[src/rtl/reorder_buffer.sv]
// Circular in-order reorder buffer. Entry indices double as the producer tags
// kept by the register status table; index 0 is reserved as "no producer", so
// head and tail walk 1..NUM_ENTRIES and wrap back to 1.
module reorder_buffer #(
    parameter int NUM_ENTRIES = 15,
    parameter int IDX_W       = 4,
    parameter int DATA_W      = 32
) (
    input  logic              clk,
    input  logic              rst,
    input  logic              alloc_valid,
    input  logic [4:0]        alloc_dest,
    output logic              alloc_ready,
    output logic [IDX_W-1:0]  alloc_index,
    input  logic [IDX_W-1:0]  src1_index,
    output logic              src1_ready,
    output logic [DATA_W-1:0] src1_value,
    input  logic [IDX_W-1:0]  src2_index,
    output logic              src2_ready,
    output logic [DATA_W-1:0] src2_value,
    input  logic              cdb_valid,
    input  logic [IDX_W-1:0]  cdb_index,
    input  logic [DATA_W-1:0] cdb_value,
    output logic              rf_we,
    output logic [4:0]        rf_waddr,
    output logic [DATA_W-1:0] rf_wdata,
    output logic              stat_clear,
    output logic [4:0]        stat_regclear,
    input  logic [IDX_W-1:0]  stat_checkP_index,
    output logic              commit_fire,
    input  logic              flush
);

    localparam int               DEPTH     = 1 << IDX_W;
    localparam logic [IDX_W-1:0] FIRST_IDX = IDX_W'(1);
    localparam logic [IDX_W-1:0] LAST_IDX  = IDX_W'(NUM_ENTRIES);

    logic [IDX_W-1:0]  head_q, head_d;
    logic [IDX_W-1:0]  tail_q, tail_d;
    logic [IDX_W-1:0]  count_q, count_d;
    logic [DEPTH-1:0]  busy_q, busy_d;
    logic [DEPTH-1:0]  ready_q, ready_d;
    logic [4:0]        dest_q  [DEPTH];
    logic [4:0]        dest_d  [DEPTH];
    logic [DATA_W-1:0] value_q [DEPTH];
    logic [DATA_W-1:0] value_d [DEPTH];

    logic              alloc_fire;
    logic              cdb_hit;
    logic [4:0]        head_dest;

    function automatic logic [IDX_W-1:0] next_idx(input logic [IDX_W-1:0] idx);
        return (idx == LAST_IDX) ? FIRST_IDX : idx + FIRST_IDX;
    endfunction

    // Allocation handshake and head-of-buffer commit decode
    always_comb begin
        alloc_ready   = (count_q != LAST_IDX);
        alloc_index   = tail_q;
        alloc_fire    = alloc_valid && alloc_ready;
        cdb_hit       = cdb_valid && (cdb_index != '0) && busy_q[cdb_index];
        head_dest     = dest_q[head_q];
        commit_fire   = busy_q[head_q] && ready_q[head_q];
        rf_we         = commit_fire && (head_dest != '0);
        rf_waddr      = head_dest;
        rf_wdata      = value_q[head_q];
        stat_regclear = head_dest;
        // Only clear the status entry if a younger producer has not already
        // renamed the register away from this entry.
        stat_clear    = rf_we && (stat_checkP_index == head_q);
    end

    // Operand lookup with same-cycle CDB bypass; tag 0 means "read the RF"
    always_comb begin
        src1_ready = 1'b1;
        src1_value = '0;
        if (src1_index != '0) begin
            if (cdb_valid && (cdb_index == src1_index)) begin
                src1_value = cdb_value;
            end else begin
                src1_ready = ready_q[src1_index];
                src1_value = value_q[src1_index];
            end
        end
        src2_ready = 1'b1;
        src2_value = '0;
        if (src2_index != '0) begin
            if (cdb_valid && (cdb_index == src2_index)) begin
                src2_value = cdb_value;
            end else begin
                src2_ready = ready_q[src2_index];
                src2_value = value_q[src2_index];
            end
        end
    end

    // Next-state: allocate at tail, complete from CDB, retire head; flush wins
    always_comb begin
        head_d  = head_q;
        tail_d  = tail_q;
        count_d = count_q;
        busy_d  = busy_q;
        ready_d = ready_q;
        dest_d  = dest_q;
        value_d = value_q;

        if (alloc_fire) begin
            busy_d[tail_q]  = 1'b1;
            ready_d[tail_q] = 1'b0;
            dest_d[tail_q]  = alloc_dest;
            tail_d          = next_idx(tail_q);
        end

        if (cdb_hit) begin
            ready_d[cdb_index] = 1'b1;
            value_d[cdb_index] = cdb_value;
        end

        if (commit_fire) begin
            busy_d[head_q]  = 1'b0;
            ready_d[head_q] = 1'b0;
            head_d          = next_idx(head_q);
        end

        case ({alloc_fire, commit_fire})
            2'b10:   count_d = count_q + IDX_W'(1);
            2'b01:   count_d = count_q - IDX_W'(1);
            default: count_d = count_q;
        endcase

        // Payload fields are left as-is; busy/ready gate every use of them.
        if (flush) begin
            busy_d  = '0;
            ready_d = '0;
            head_d  = FIRST_IDX;
            tail_d  = FIRST_IDX;
            count_d = '0;
        end
    end

    // State registers with asynchronous reset
    always_ff @(posedge clk or posedge rst) begin
        if (rst) begin
            head_q  <= FIRST_IDX;
            tail_q  <= FIRST_IDX;
            count_q <= '0;
            busy_q  <= '0;
            ready_q <= '0;
            for (int i = 0; i < DEPTH; i++) begin
                dest_q[i]  <= '0;
                value_q[i] <= '0;
            end
        end else begin
            head_q  <= head_d;
            tail_q  <= tail_d;
            count_q <= count_d;
            busy_q  <= busy_d;
            ready_q <= ready_d;
            dest_q  <= dest_d;
            value_q <= value_d;
        end
    end

endmodule

[config.mk]
export PLATFORM = sky130hd
export DESIGN_NAME = reorder_buffer
export DESIGN_NICKNAME = d
export VERILOG_FILES = /design/src/rtl/reorder_buffer.sv
export SDC_FILE = /design/constraint.sdc
export NUM_CORES = 2
export LEC_CHECK = 0
export CORE_MARGIN = 2
export CORE_UTILIZATION = 35
export DETAILED_ROUTE_END_ITERATION = 8
export GPL_TIMING_DRIVEN = 0
export PLACE_DENSITY = 0.51
export RECOVER_POWER = 100
export SLEW_MARGIN = 20
export SYNTH_ARGS = -nofsm -noshare
export SYNTH_HDL_FRONTEND = slang
export SYNTH_SLANG_ARGS = --single-unit
[constraint.sdc]
create_clock -name clk -period 32.1 [get_ports clk]
set_input_delay 6.42 -clock clk [delete_from_list [all_inputs] [get_ports clk]]
set_output_delay 6.42 -clock clk [all_outputs]
set_load 0.01 [all_outputs]
==> results_dict.tcl <==
set metrics [dict create \
    synth_cells 2464 \
    sequentialPowerShare_pct 42.7 \
    p_sw_w 0.0005110 \
    combPwrFrac_pct 10.9 \
    cp_common_cell "clkbuf_1" \
    r2r_cells 12 \
    dieWidth_um 333.5 \
    start_util_pct 35.41 \
    violations "max-capacitance violations, max-slew violations" \
    power.density_nw_per_um2 45.33 \
    final_hold_viol_count 0 \
    path_cells "dlygate4sd3_1 > clkinvlp_2 > clkbuf_1 > clkbuf_1 > clkbuf_1" \
    setup_viol 0 \
    ys_seq_area_share_pct 41.88 \
    hpwl_mm 97.64 \
    ios 174 \
    hp-class "reg -> reg" \
    synth_edf_count 0 \
    htree_levels 3 \
    relSlewSlack_pct -274.1 \
    yosys_warnings 0 \
    worstMarginPinSlew_ps 5611 \
    met3_usage_pct 6.890 \
    rsz0062_at_grt "no" \
    async_reset_ff_share_pct 100.0 \
    cp_data_required_time_ps 31560 \
    path_class "in -> async" \
    yosys.area_share.simple_pct 3.196 \
    synth-xor-area-share_pct 0.3226 \
    antenna_found_initial 13 \
    r2r_slack_ps 27620 \
    hold_end "value_q[497]" \
    regToRegStartpoint "head_q[0]" \
    root_buffer "clkbuf_16" \
    cts_resized 0 \
    drtPass1Iterations 5 \
    core_um2 107400 \
    die-area_um2 111200 \
    postCtsSetupBuffers 0 \
    start_kind "input port" \
    syn2layout_area_growth_pct 15.73 \
    wl_per_cell_um 34.28 \
    place.gp.congestion 0.8679 \
    status "complete, but fails checks" \
    drv_cap 8 \
    cp_max_fo 97 \
    p_leak_nw 19.51 \
    clkLatencyLatePin_ps 650 \
    intPower_w 0.001483 \
    clockPowerShare_pct 46.4 \
    syn_avg_cell_area_um2 15.43 \
    period_minus_slack_ps 21060 \
    vias 26370 \
    critical_path.max_stage_delay_ps 4040 \
    setup-tns-final_ps 0 \
    ctsLongestPathBuffers 3 \
    cts_buffers 80 \
    synth_area_um2 38010 \
    sw_frac_of_total_pct 25.63 \
    synth_top_family_by_area "multiplexers" \
    hold_depth 1 \
    std_cell_rows 120 \
    ys.flop_type "dfrtp_1" \
    max_freq_mhz 47.48 \
    numPortBuffers 163 \
    drc 0 \
    grt_use_met1_pct 33.78 \
    clkTransAtPathRegs_ps 60 \
    r2r_end "count_q[2]" \
    wl_mm 143.6 \
    finalClockSkew_ps 21.61 \
    first_global_vias 27580 \
    crit_path_end_kind "async pin" \
    antenna_left 0 \
    grt_max_degree 105 \
    muxShareOfSynthArea_pct 47.51 \
    gr-usage-all-layers_pct 25.96 \
    synth_fa_ha_area_share_pct 0.3292 \
    drt_iter0_drc 2513 \
    drive_above_1_share_pct 32.31 \
    avgViaCountPerCell 6.296 \
    post-route-period-util_pct 65.62 \
    synth-compound-area-share_pct 2.923 \
    grt-ovfl-total 0 \
    ir_drop_mv 0.03753 \
    fin_util_pct 40.98 \
    ys_types 64 \
    cp.arrival_ps 20520 \
    finalNetCount 2785 \
    grt_pass1_wl_mm 205.5 \
    met2_usage_pct 41.45 \
    holdBufCountCts 0 \
    cts_tree "done" \
    synth-seq-cells 636 \
    fillers 9779 \
    final_max_slew_viol_count 555 \
    critical_path.slowest_cell "clkbuf_1" \
    cts.sinks 636 \
    die_h_um 333.5 \
    min_from "value_q[497]" \
    grt.busiest_layer "met2" \
    syn-num-nets 2532 \
]
## per-stage QoR
| step | hold slack, ps | cells | total power (W) | cell area (um2) | worst slack [ps] |
|---|---|---|---|---|---|
| final | 496.6 | 4189 | 0.001994 | 43990 | 11040 |
| after global routing | 510.6 | 4185 | 0.002061 | 43980 | 8135 |
| after CTS | 500.2 | 4185 | 0.002019 | 44270 | 15260 |
| after detailed placement | 487.2 | 4038 | 0.001089 | 41610 | 15270 |
| after global placement | 468.5 | 4030 | 0.001081 | 41400 | 52.79 |
| after floorplan | 458.0 | 2464 | 0.0009924 | 38010 | 7868 |
## cells in the mapped netlist, drive strengths merged (9+ instances only)
library cell | number | area [um2]
nor2b | 11 | 68.82
a22oi | 9 | 67.56
nor3 | 9 | 50.05
a311oi | 31 | 340.3
buf | 158 | 909.6
clkbuf | 135 | 508.0
dfrtp | 634 | 15870
ha | 10 | 125.1
nor2 | 12 | 45.04
a21oi | 71 | 355.3
nand3 | 24 | 120.1
a31oi | 11 | 68.82
mux2 | 560 | 6306
a21boi | 17 | 127.6
inv | 10 | 40.04
nand2 | 169 | 644.4
mux4 | 521 | 11730
## worst max path at each step
stage,start,to,depth (start not counted)
floorplan,rst,alloc_index[1],1
global placement,rst,value_q[487],2
detailed placement,src2_index[1],src2_value[29],8
CTS,src2_index[1],src2_value[29],8
global route,rst,value_q[449],5
finish,rst,dest_q[73],5
## cell families (layout without fill, tap and decap cells)
family | Yosys count | count (layout)
adders and majority gates | 10 | 10
other | 0 | 4
DFF | 636 | 636
and+or+nand+nor | 259 | 259
buffers and inverters | 303 | 621
AOI/OAI and AO/OA | 159 | 159
xor gates and xnor gates | 14 | 14
muxes | 1083 | 1083
## power groups by stage
| stage | combinational [W] | sequential (W) | clock [W] |
|---|---|---|---|
| 2_1_floorplan | 0.000133 | 0.000859 | 0 |
| 4_1_cts | 0.000225 | 0.000851 | 0.000944 |
| 6_report | 0.000217 | 0.000852 | 0.000926 |
| 5_1_grt | 0.000230 | 0.000855 | 0.000975 |
| 3_5_place_dp | 0.000224 | 0.000865 | 0 |
| 3_3_place_gp | 0.000217 | 0.000864 | 0 |
## worst max-delay path: cells and delay by family
family | cells | cell delay [ps]
buf+inv | 5 | 13890
## layout by cell type (no fill, tap or decap), drive strengths merged, types with 6 or more instances in the layout
| cell | instances |
|---|---|
| xor2 | 8 |
| clkbuf | 323 |
| a22oi | 9 |
| ha | 10 |
| dfrtp | 634 |
| a31oi | 11 |
| a21oi | 71 |
| xnor2 | 6 |
| a311oi | 31 |
| mux2 | 560 |
| clkinv | 16 |
| nand4 | 8 |
| a21boi | 17 |
| nand3 | 24 |
| and3 | 6 |
| mux4 | 521 |
| dlygate4sd3 | 107 |
| inv | 10 |
| clkdlybuf4s50 | 56 |
| buf | 102 |
| nor3 | 9 |
| nor2b | 11 |
| nor2 | 12 |
| nand2 | 169 |
## metal layers
metal  wire, um  part of all wire (%)
met1      57360                    40
met2      67940                    47
met3      12310                   8.6
met4       5929                   4.1
met5         72                 0.050
## cell type report
class                           instances  area [um2]  share of cell area [%]
Antenna cell                            4       10.01                 0.02276
Buffer                                293        1290                   2.933
Clock buffer                          124        2405                   5.467
Clock inverter                         23       257.7                  0.5859
Inverter                               10       41.29                 0.09386
Multi-Input combinational cell       1525       20620                   46.88
Sequential cell                       636       15920                   36.19
Tap cell                             1403        1755                   3.991
Timing Repair Buffer                  171        1690                   3.843
## sequential cells by signal, summed over array words and instances, names as in the netlist
name	cells
head_q	4
ready_q	16
alloc_index	4
busy_q	16
count_q	4
value_q	512
dest_q	80
Note: power is estimated with default switching activity, not from simulation.
